[src/rtl/reorder_buffer_pkg.sv]
// Shared ROB definitions: geometry constants and the per-entry control record.
// Register file and reservation stations size their tag fields from these constants.
package reorder_buffer_pkg;

  localparam int ROB_DEPTH  = 8;
  localparam int ROB_IDX_W  = $clog2(ROB_DEPTH);
  localparam int ROB_DATA_W = 32;

  typedef struct packed {
    logic       valid;
    logic       done;
    logic       mispredict;
    logic [4:0] rd;
  } rob_entry_t;

  // x0 is hardwired to zero, so a retire into it must not write the register file
  function automatic logic rd_writes(input logic [4:0] rd);
    return rd != 5'd0;
  endfunction

endpackage

[src/rtl/reorder_buffer_if.sv]
// Issue/CDB/forwarding/retire bundle of the reorder buffer.
// The master is the core side (issue, CDB, register file); the slave is the ROB.
interface reorder_buffer_if import reorder_buffer_pkg::*; #(
  parameter int DEPTH  = ROB_DEPTH,
  parameter int IDX_W  = ROB_IDX_W,
  parameter int DATA_W = ROB_DATA_W
);

  logic              alloc_valid_in;
  logic [4:0]        alloc_rd_in;
  logic              alloc_ready_out;
  logic [IDX_W-1:0]  alloc_idx_out;

  logic              cdb_valid_in;
  logic [IDX_W-1:0]  cdb_rob_idx_in;
  logic [DATA_W-1:0] cdb_data_in;
  logic              cdb_mispredict_in;

  logic [IDX_W-1:0]  src1_idx_in;
  logic [IDX_W-1:0]  src2_idx_in;
  logic              src1_ready_out;
  logic              src2_ready_out;
  logic [DATA_W-1:0] src1_data_out;
  logic [DATA_W-1:0] src2_data_out;

  logic              commit_valid_out;
  logic              commit_we_out;
  logic [4:0]        commit_wa_out;
  logic [DATA_W-1:0] commit_wd_out;
  logic [IDX_W-1:0]  commit_rob_idx_out;
  logic              flush_out;
  logic [DEPTH-1:0]  flush_mask_out;
  logic [IDX_W:0]    count_out;

  modport master (
    output alloc_valid_in, alloc_rd_in,
    input  alloc_ready_out, alloc_idx_out,
    output cdb_valid_in, cdb_rob_idx_in, cdb_data_in, cdb_mispredict_in,
    output src1_idx_in, src2_idx_in,
    input  src1_ready_out, src2_ready_out, src1_data_out, src2_data_out,
    input  commit_valid_out, commit_we_out, commit_wa_out, commit_wd_out, commit_rob_idx_out,
    input  flush_out, flush_mask_out, count_out
  );

  modport slave (
    input  alloc_valid_in, alloc_rd_in,
    output alloc_ready_out, alloc_idx_out,
    input  cdb_valid_in, cdb_rob_idx_in, cdb_data_in, cdb_mispredict_in,
    input  src1_idx_in, src2_idx_in,
    output src1_ready_out, src2_ready_out, src1_data_out, src2_data_out,
    output commit_valid_out, commit_we_out, commit_wa_out, commit_wd_out, commit_rob_idx_out,
    output flush_out, flush_mask_out, count_out
  );

endinterface

[src/rtl/reorder_buffer.sv]
// Circular in-order reorder buffer: tags issued instructions, captures CDB results,
// forwards operands, retires one entry per cycle in order and flushes on mispredict.
module reorder_buffer import reorder_buffer_pkg::*; #(
  parameter int DEPTH  = ROB_DEPTH,
  parameter int IDX_W  = ROB_IDX_W,
  parameter int DATA_W = ROB_DATA_W
) (
  input  logic             clk_in,
  input  logic             rst_in,
  reorder_buffer_if.slave  rob
);

  localparam logic [IDX_W:0] FULL_CNT = (IDX_W+1)'(DEPTH);

  rob_entry_t        r_ent  [DEPTH];
  logic [DATA_W-1:0] r_data [DEPTH];
  logic [IDX_W:0]    r_head, r_tail;
  logic              r_cmt_valid, r_cmt_we, r_flush;
  logic [4:0]        r_cmt_wa;
  logic [DATA_W-1:0] r_cmt_wd;
  logic [IDX_W-1:0]  r_cmt_idx;
  logic [DEPTH-1:0]  r_flush_mask;

  logic [IDX_W-1:0]  w_head_idx, w_tail_idx;
  logic [IDX_W:0]    w_count, w_tail_nxt;
  logic              w_alloc_ready, w_alloc, w_cdb_wr, w_commit, w_flush;
  logic [DEPTH-1:0]  w_mask;

  assign w_head_idx    = r_head[IDX_W-1:0];
  assign w_tail_idx    = r_tail[IDX_W-1:0];
  assign w_count       = r_tail - r_head;
  assign w_alloc_ready = (w_count < FULL_CNT) && !r_flush;
  assign w_alloc       = rob.alloc_valid_in && w_alloc_ready;
  assign w_cdb_wr      = rob.cdb_valid_in && !r_flush && r_ent[rob.cdb_rob_idx_in].valid;
  assign w_commit      = r_ent[w_head_idx].valid && r_ent[w_head_idx].done;
  assign w_flush       = w_commit && r_ent[w_head_idx].mispredict;
  assign w_tail_nxt    = r_tail + {{IDX_W{1'b0}}, w_alloc};

  // Everything younger than the mispredicted head, including a tag handed out on this very edge
  always_comb begin
    w_mask = '0;
    for (int i = 0; i < DEPTH; i++)
      if (r_ent[i].valid && (IDX_W'(i) != w_head_idx)) w_mask[i] = 1'b1;
    if (w_alloc) w_mask[w_tail_idx] = 1'b1;
  end

  always_comb begin
    rob.src1_ready_out = 1'b0;
    rob.src1_data_out  = '0;
    rob.src2_ready_out = 1'b0;
    rob.src2_data_out  = '0;
    if (r_ent[rob.src1_idx_in].valid) begin
      if (w_cdb_wr && rob.cdb_rob_idx_in == rob.src1_idx_in) begin
        rob.src1_ready_out = 1'b1;
        rob.src1_data_out  = rob.cdb_data_in;
      end else begin
        rob.src1_ready_out = r_ent[rob.src1_idx_in].done;
        rob.src1_data_out  = r_data[rob.src1_idx_in];
      end
    end
    if (r_ent[rob.src2_idx_in].valid) begin
      if (w_cdb_wr && rob.cdb_rob_idx_in == rob.src2_idx_in) begin
        rob.src2_ready_out = 1'b1;
        rob.src2_data_out  = rob.cdb_data_in;
      end else begin
        rob.src2_ready_out = r_ent[rob.src2_idx_in].done;
        rob.src2_data_out  = r_data[rob.src2_idx_in];
      end
    end
  end

  // Entry state and pointers
  always_ff @(posedge clk_in or posedge rst_in) begin
    if (rst_in) begin
      for (int i = 0; i < DEPTH; i++) r_ent[i] <= '0;
      r_head <= '0;
      r_tail <= '0;
    end else if (w_flush) begin
      for (int i = 0; i < DEPTH; i++) r_ent[i] <= '0;
      r_head <= w_tail_nxt;
      r_tail <= w_tail_nxt;
    end else begin
      if (w_cdb_wr) begin
        r_ent[rob.cdb_rob_idx_in].done       <= 1'b1;
        r_ent[rob.cdb_rob_idx_in].mispredict <= rob.cdb_mispredict_in;
      end
      if (w_commit) r_ent[w_head_idx] <= '0;
      if (w_alloc)
        r_ent[w_tail_idx] <= '{valid: 1'b1, done: 1'b0, mispredict: 1'b0, rd: rob.alloc_rd_in};
      r_head <= r_head + {{IDX_W{1'b0}}, w_commit};
      r_tail <= w_tail_nxt;
    end
  end

  // Result payload needs no reset: it is only observed through a valid entry
  always_ff @(posedge clk_in) begin
    if (w_cdb_wr) r_data[rob.cdb_rob_idx_in] <= rob.cdb_data_in;
    if (w_alloc)  r_data[w_tail_idx] <= '0;
  end

  // Retire / flush output stage
  always_ff @(posedge clk_in or posedge rst_in) begin
    if (rst_in) begin
      r_cmt_valid  <= 1'b0;
      r_cmt_we     <= 1'b0;
      r_cmt_wa     <= '0;
      r_cmt_wd     <= '0;
      r_cmt_idx    <= '0;
      r_flush      <= 1'b0;
      r_flush_mask <= '0;
    end else begin
      r_cmt_valid  <= w_commit;
      r_cmt_we     <= w_commit && rd_writes(r_ent[w_head_idx].rd);
      r_cmt_wa     <= w_commit ? r_ent[w_head_idx].rd : 5'd0;
      r_cmt_wd     <= w_commit ? r_data[w_head_idx] : '0;
      r_cmt_idx    <= w_commit ? w_head_idx : '0;
      r_flush      <= w_flush;
      r_flush_mask <= w_flush ? w_mask : '0;
    end
  end

  assign rob.alloc_ready_out    = w_alloc_ready;
  assign rob.alloc_idx_out      = w_tail_idx;
  assign rob.commit_valid_out   = r_cmt_valid;
  assign rob.commit_we_out      = r_cmt_we;
  assign rob.commit_wa_out      = r_cmt_wa;
  assign rob.commit_wd_out      = r_cmt_wd;
  assign rob.commit_rob_idx_out = r_cmt_idx;
  assign rob.flush_out          = r_flush;
  assign rob.flush_mask_out     = r_flush_mask;
  assign rob.count_out          = w_count;

endmodule

[src/flat_wrapper.sv]
// flat-port wrapper written by rule: the top's interface ports become plain ports
module reorder_buffer_flat import reorder_buffer_pkg::*;
#(
  parameter int DEPTH  = ROB_DEPTH,
  parameter int IDX_W  = ROB_IDX_W,
  parameter int DATA_W = ROB_DATA_W
)
  (clk_in, rst_in, rob_alloc_valid_in, rob_alloc_rd_in, rob_alloc_ready_out, rob_alloc_idx_out, rob_cdb_valid_in, rob_cdb_rob_idx_in, rob_cdb_data_in, rob_cdb_mispredict_in, rob_src1_idx_in, rob_src2_idx_in, rob_src1_ready_out, rob_src2_ready_out, rob_src1_data_out, rob_src2_data_out, rob_commit_valid_out, rob_commit_we_out, rob_commit_wa_out, rob_commit_wd_out, rob_commit_rob_idx_out, rob_flush_out, rob_flush_mask_out, rob_count_out);
  reorder_buffer_if #(.DEPTH(DEPTH), .IDX_W(IDX_W), .DATA_W(DATA_W)) rob_i ();
  input  logic clk_in;
  input  logic rst_in;
  input wire logic [$bits(rob_i.alloc_valid_in)-1:0] rob_alloc_valid_in;
  input wire logic [$bits(rob_i.alloc_rd_in)-1:0] rob_alloc_rd_in;
  output wire logic [$bits(rob_i.alloc_ready_out)-1:0] rob_alloc_ready_out;
  output wire logic [$bits(rob_i.alloc_idx_out)-1:0] rob_alloc_idx_out;
  input wire logic [$bits(rob_i.cdb_valid_in)-1:0] rob_cdb_valid_in;
  input wire logic [$bits(rob_i.cdb_rob_idx_in)-1:0] rob_cdb_rob_idx_in;
  input wire logic [$bits(rob_i.cdb_data_in)-1:0] rob_cdb_data_in;
  input wire logic [$bits(rob_i.cdb_mispredict_in)-1:0] rob_cdb_mispredict_in;
  input wire logic [$bits(rob_i.src1_idx_in)-1:0] rob_src1_idx_in;
  input wire logic [$bits(rob_i.src2_idx_in)-1:0] rob_src2_idx_in;
  output wire logic [$bits(rob_i.src1_ready_out)-1:0] rob_src1_ready_out;
  output wire logic [$bits(rob_i.src2_ready_out)-1:0] rob_src2_ready_out;
  output wire logic [$bits(rob_i.src1_data_out)-1:0] rob_src1_data_out;
  output wire logic [$bits(rob_i.src2_data_out)-1:0] rob_src2_data_out;
  output wire logic [$bits(rob_i.commit_valid_out)-1:0] rob_commit_valid_out;
  output wire logic [$bits(rob_i.commit_we_out)-1:0] rob_commit_we_out;
  output wire logic [$bits(rob_i.commit_wa_out)-1:0] rob_commit_wa_out;
  output wire logic [$bits(rob_i.commit_wd_out)-1:0] rob_commit_wd_out;
  output wire logic [$bits(rob_i.commit_rob_idx_out)-1:0] rob_commit_rob_idx_out;
  output wire logic [$bits(rob_i.flush_out)-1:0] rob_flush_out;
  output wire logic [$bits(rob_i.flush_mask_out)-1:0] rob_flush_mask_out;
  output wire logic [$bits(rob_i.count_out)-1:0] rob_count_out;
  assign rob_i.alloc_valid_in = rob_alloc_valid_in;
  assign rob_i.alloc_rd_in = rob_alloc_rd_in;
  assign rob_alloc_ready_out = rob_i.alloc_ready_out;
  assign rob_alloc_idx_out = rob_i.alloc_idx_out;
  assign rob_i.cdb_valid_in = rob_cdb_valid_in;
  assign rob_i.cdb_rob_idx_in = rob_cdb_rob_idx_in;
  assign rob_i.cdb_data_in = rob_cdb_data_in;
  assign rob_i.cdb_mispredict_in = rob_cdb_mispredict_in;
  assign rob_i.src1_idx_in = rob_src1_idx_in;
  assign rob_i.src2_idx_in = rob_src2_idx_in;
  assign rob_src1_ready_out = rob_i.src1_ready_out;
  assign rob_src2_ready_out = rob_i.src2_ready_out;
  assign rob_src1_data_out = rob_i.src1_data_out;
  assign rob_src2_data_out = rob_i.src2_data_out;
  assign rob_commit_valid_out = rob_i.commit_valid_out;
  assign rob_commit_we_out = rob_i.commit_we_out;
  assign rob_commit_wa_out = rob_i.commit_wa_out;
  assign rob_commit_wd_out = rob_i.commit_wd_out;
  assign rob_commit_rob_idx_out = rob_i.commit_rob_idx_out;
  assign rob_flush_out = rob_i.flush_out;
  assign rob_flush_mask_out = rob_i.flush_mask_out;
  assign rob_count_out = rob_i.count_out;
  reorder_buffer #(.DEPTH(DEPTH), .IDX_W(IDX_W), .DATA_W(DATA_W)) u_core (.clk_in(clk_in), .rst_in(rst_in), .rob(rob_i));
endmodule
[config.mk]
export PLATFORM = sky130hd
export DESIGN_NAME = reorder_buffer_flat
export DESIGN_NICKNAME = d
export VERILOG_FILES = /design/src/rtl/reorder_buffer_pkg.sv /design/src/rtl/reorder_buffer_if.sv /design/src/rtl/reorder_buffer.sv /design/src/flat_wrapper.sv
export SDC_FILE = /design/constraint.sdc
export NUM_CORES = 1
export LEC_CHECK = 0
export BUFFER_PORTS_ARGS = -buffer_cell sky130_fd_sc_hd__buf_2
export CORE_MARGIN = 4
export CORE_UTILIZATION = 34
export DETAILED_ROUTE_END_ITERATION = 7
export PLACE_DENSITY = 0.56
export SLEW_MARGIN = 10
export SYNTH_ARGS = -nofsm -noshare
export SYNTH_HDL_FRONTEND = slang
export SYNTH_SLANG_ARGS = --single-unit
[constraint.sdc]
create_clock -name clk_in -period 4.61 [get_ports clk_in]
set_input_delay 1.383 -clock clk_in [delete_from_list [all_inputs] [get_ports clk_in]]
set_output_delay 1.383 -clock clk_in [all_outputs]
set_load 0.05 [all_outputs]
==> summary.txt <==
Routing
  • 1st-iter DRT viols: 1,896
  • DRC errors left: 0
  • Routed via count: approximately 18,000
  • Drt first pass iters: 5
  • Wire per inst: 25.4 µm
  • Post-DRT Antenna Nets: 0
  • Final wirelength: just over 80 mm
  • Vias per Instance: 5.80

Timing
  • Fin Hold WS: 479 ps
  • Unrepaired setup endpoints after global routing: yes
  • Final cycle utilization of the critical path: between 90% and 100%
  • Final Critical Period: 4590 ps
  • Final Hold Violating Endpoints: 0
  • Clk_skew: 25.6 ps
  • Final setup viols: 0
  • Max Clk Rate: ~220 MHz
  • Final Slew Violations: 0
  • Fin Setup TNS: 0 ps
  • Worst-Margin Slew: about 1200 ps
  • Max_slew headroom: between 10% and 20%

GRT
  • First-pass GRT wire length: about 120 mm
  • Initial antenna violation count: 5
  • Largest net degree at the start of global routing: 92
  • Vias in the first global route: 18,600
  • Total congestion overflow: 0
  • GRT Overall Usage: 23.5%

Pwr
  • Peak VDD IR: 0.000798 V
  • Comb power frac: 49.2%
  • Final Power: 19,200 µW
  • Sw Ratio: 43.7%
  • P_sw: 8420 µW
  • Leakage: 0.0102 µW
  • Seq pwr share: 31.7%
  • Power Density: 764 mW/mm²
  • Power share of the clock group: 19.1%
  • Int Pwr: 10,800 µW

Die
  • # IOs: 176
  • Area of the core: 0.0617 mm²
  • Die ar.: 0.0663 mm²
  • Die X: 258 µm
  • Chip height: around 260 µm
  • Starting Density: 34.3%
  • # rows: 91

Clocking
  • Insertion delay to the later sink of the worst-skew pair: 580 ps
  • TritonCTS clock tree: built
  • Clk buf depth: 3
  • CTS Hold Bufs: 0
  • H-tree Lvls: 2
  • Clock root buffer: clkbuf_16
  • Clock transition at path regs: 60 ps
  • TritonCTS Buffers: 45
  • Clock sink count: around 380

Setup path
  • Reg-to-reg slack, setup: 1120 ps
  • Worst r2r src: u_core.r_head[1]
  • CP max FO: 28
  • R2R cell count: 7
  • CP Cell Sequence: buf_2, mux2_2, o31a_1, nand4_1, buf_4, buf_12, o21ai_0, a21oi_2, clkbuf_4
  • Crit path largest cell delay: about 350 ps
  • CP startpoint kind: primary input
  • CP Data Required Time: 3230 ps
  • Kind of critical path: primary input to primary output
  • Critical Path End Type: primary output
  • Worst R2R End: u_core.r_ent[15]
  • Slowest-stage cell, CP: mux2_2
  • Crit path DAT: 3200 ps

Cells and area
  • Layout area overhead: 19.0%
  • Nets: between 2,000 and 2,500
  • Share of cells above drive strength 1: between 20% and 30%

Synthesis
  • Most common cell in the netlist: nand2_1
  • Yosys warnings: 0
  • Post-synth EDFFs: 0
  • Syn Std Cell Area: roughly 0.021 mm²
  • Synth cell types: 53
  • Synth cell count leaders: 587 x nand2_1, 371 x a21oi_1, 256 x dfxtp_1
  • Synth area leaders: dfxtp_1 24%, mux4_2 23%, dfrtp_1 15%, nand2_1 10%, a21oi_1 8.8%
  • Synth Area per Inst: 9.62 µm²
  • Main synth FF type: dfxtp_1
  • Sequential area share after synthesis: between 30% and 40%
  • Yosys reg bits: 379
  • Synth area leader: dfxtp_1
  • FFs w/ async S/R, synth: 32.5%
  • Synth top area share: 24.2%
  • Synth Instances: between 2,000 and 2,500
  • Syn_nets: 2,259

Outcome
  • Status: completed

Worst hold path
  • WHS Path Cells: 2
  • Hold Startpoint: u_core.r_data[1][15]
  • Hold worst-path end: u_core.r_data[1][15]
  • Hold Path Class: flop to flop

Job
  • Max-cap violations: 0

Placed design
  • Routability cong.: between 0.8 and 0.9
  • HPWL after detailed placement: between 50 and 60 mm
  • Port Buffers: 175
-- per-stage QoR --
step	instance area, µm²	setup WS (ps)	util [%]	std cells
final	25200	22.9	40.8	3171
after global routing	25200	-12.0	40.8	3169
after CTS	25100	48.5	40.7	3167
after detailed placement	23600	58.9	38.3	3084
after global placement	23600	76.4	38.3	3084
after floorplan	21400	-110	-	2200
-- cell families after synthesis --
logic type	after synthesis	synth area share, %
AND/OR/NAND/NOR	747	14.8
AO/OA/AOI/OAI	480	12.1
flip-flops	379	38.8
multiplexers	331	28.4
buffers and inverters	242	4.94
XOR/XNOR	13	0.538
adder cells (fa/ha/maj)	8	0.508
-- state kept, by name, indices dropped and copies added, names as in the netlist --
signal	flops
u_core.r_data	256
u_core.rob.commit_wd_out	32
u_core.rob.commit_wa_out	5
u_core.r_ent	64
u_core.rob.commit_rob_idx_out	3
u_core.rob.flush_mask_out	8
u_core.rob.commit_we_out	1
u_core.r_head	4
u_core.rob.commit_valid_out	1
u_core.rob.flush_out	1
u_core.r_tail	4
-- worst max-delay path, delay by kind of cell --
kind / cells / cell delay (ps)
AO/OA/AOI/OAI: 3 / 560
multiplexers: 1 / 350
AND/OR/NAND/NOR: 1 / 100
buffers and inverters: 4 / 790
-- metal layers --
metal | track usage [%] | vias to the layer above | wire length, µm
met3 | 5.19 | 150 | 8030
met2 | 37.6 | 963 | 37100
met4 | 8.18 | 8 | 2760
li1 | - | 8048 | -
met1 | 31.8 | 9232 | 32600
met5 | 0 | - | 47
-- power groups by stage --
stage / logic, µW / registers, µW / clock network [µW]
detailed placement: 9410 / 6090 / 0
finish: 9480 / 6100 / 3670
global placement: 9250 / 5960 / 0
CTS: 9450 / 6040 / 3720
global route: 10100 / 6270 / 3850
floorplan: 6600 / 6130 / 0
-- area by class of cell --
type	instances	area, µm²
antenna	2	5.00
sequential	379	8210
fill	6076	36500
tap	837	1050
multi-input combinational	1579	12200
timing repair buffer	283	2170
clock buffer	68	1340
clock inverter	15	173
inverter	8	33.8
-- what timing repair did --
| action | in CTS | in global routing |
|---|---|---|
| setup buffers | 0 | 1 |
| endpoints found under the setup margin | 0 | 9 |
| resized for setup | 0 | 11 |
-- worst max path at each step --
stage                                  endpoint                   from  slack [ps]
final                     rob_src1_data_out[29]  rob_cdb_rob_idx_in[2]          20
after global routing      rob_src1_data_out[27]  rob_cdb_rob_idx_in[2]         -10
after CTS                 rob_src1_data_out[29]  rob_cdb_rob_idx_in[2]          50
after detailed placement  rob_src1_data_out[29]  rob_cdb_rob_idx_in[2]          60
after global placement     rob_src1_data_out[3]     rob_src1_idx_in[0]          80
after floorplan           rob_src1_data_out[24]     rob_src1_idx_in[1]        -110
-- cell usage in the layout (no fill, tap or decap), drive strengths merged, types with 4 or more instances in the layout --
cell type / count
buf: 276
a2111oi: 8
inv: 8
mux2: 8
o21ai: 74
clkinvlp: 4
dfrtp: 123
clkinv: 8
nor3: 9
o21a: 5
nor2b: 6
a211oi: 7
nor4: 10
clkbuf: 75
mux2i: 110
nor4b: 4
and3: 5
mux4: 213
nand3: 8
a21oi: 371
dfxtp: 256
xor2: 10
nand3b: 42
nand2b: 8
nand2: 587
nor2: 58
ha: 7
Note: power is estimated with default switching activity, not from simulation.
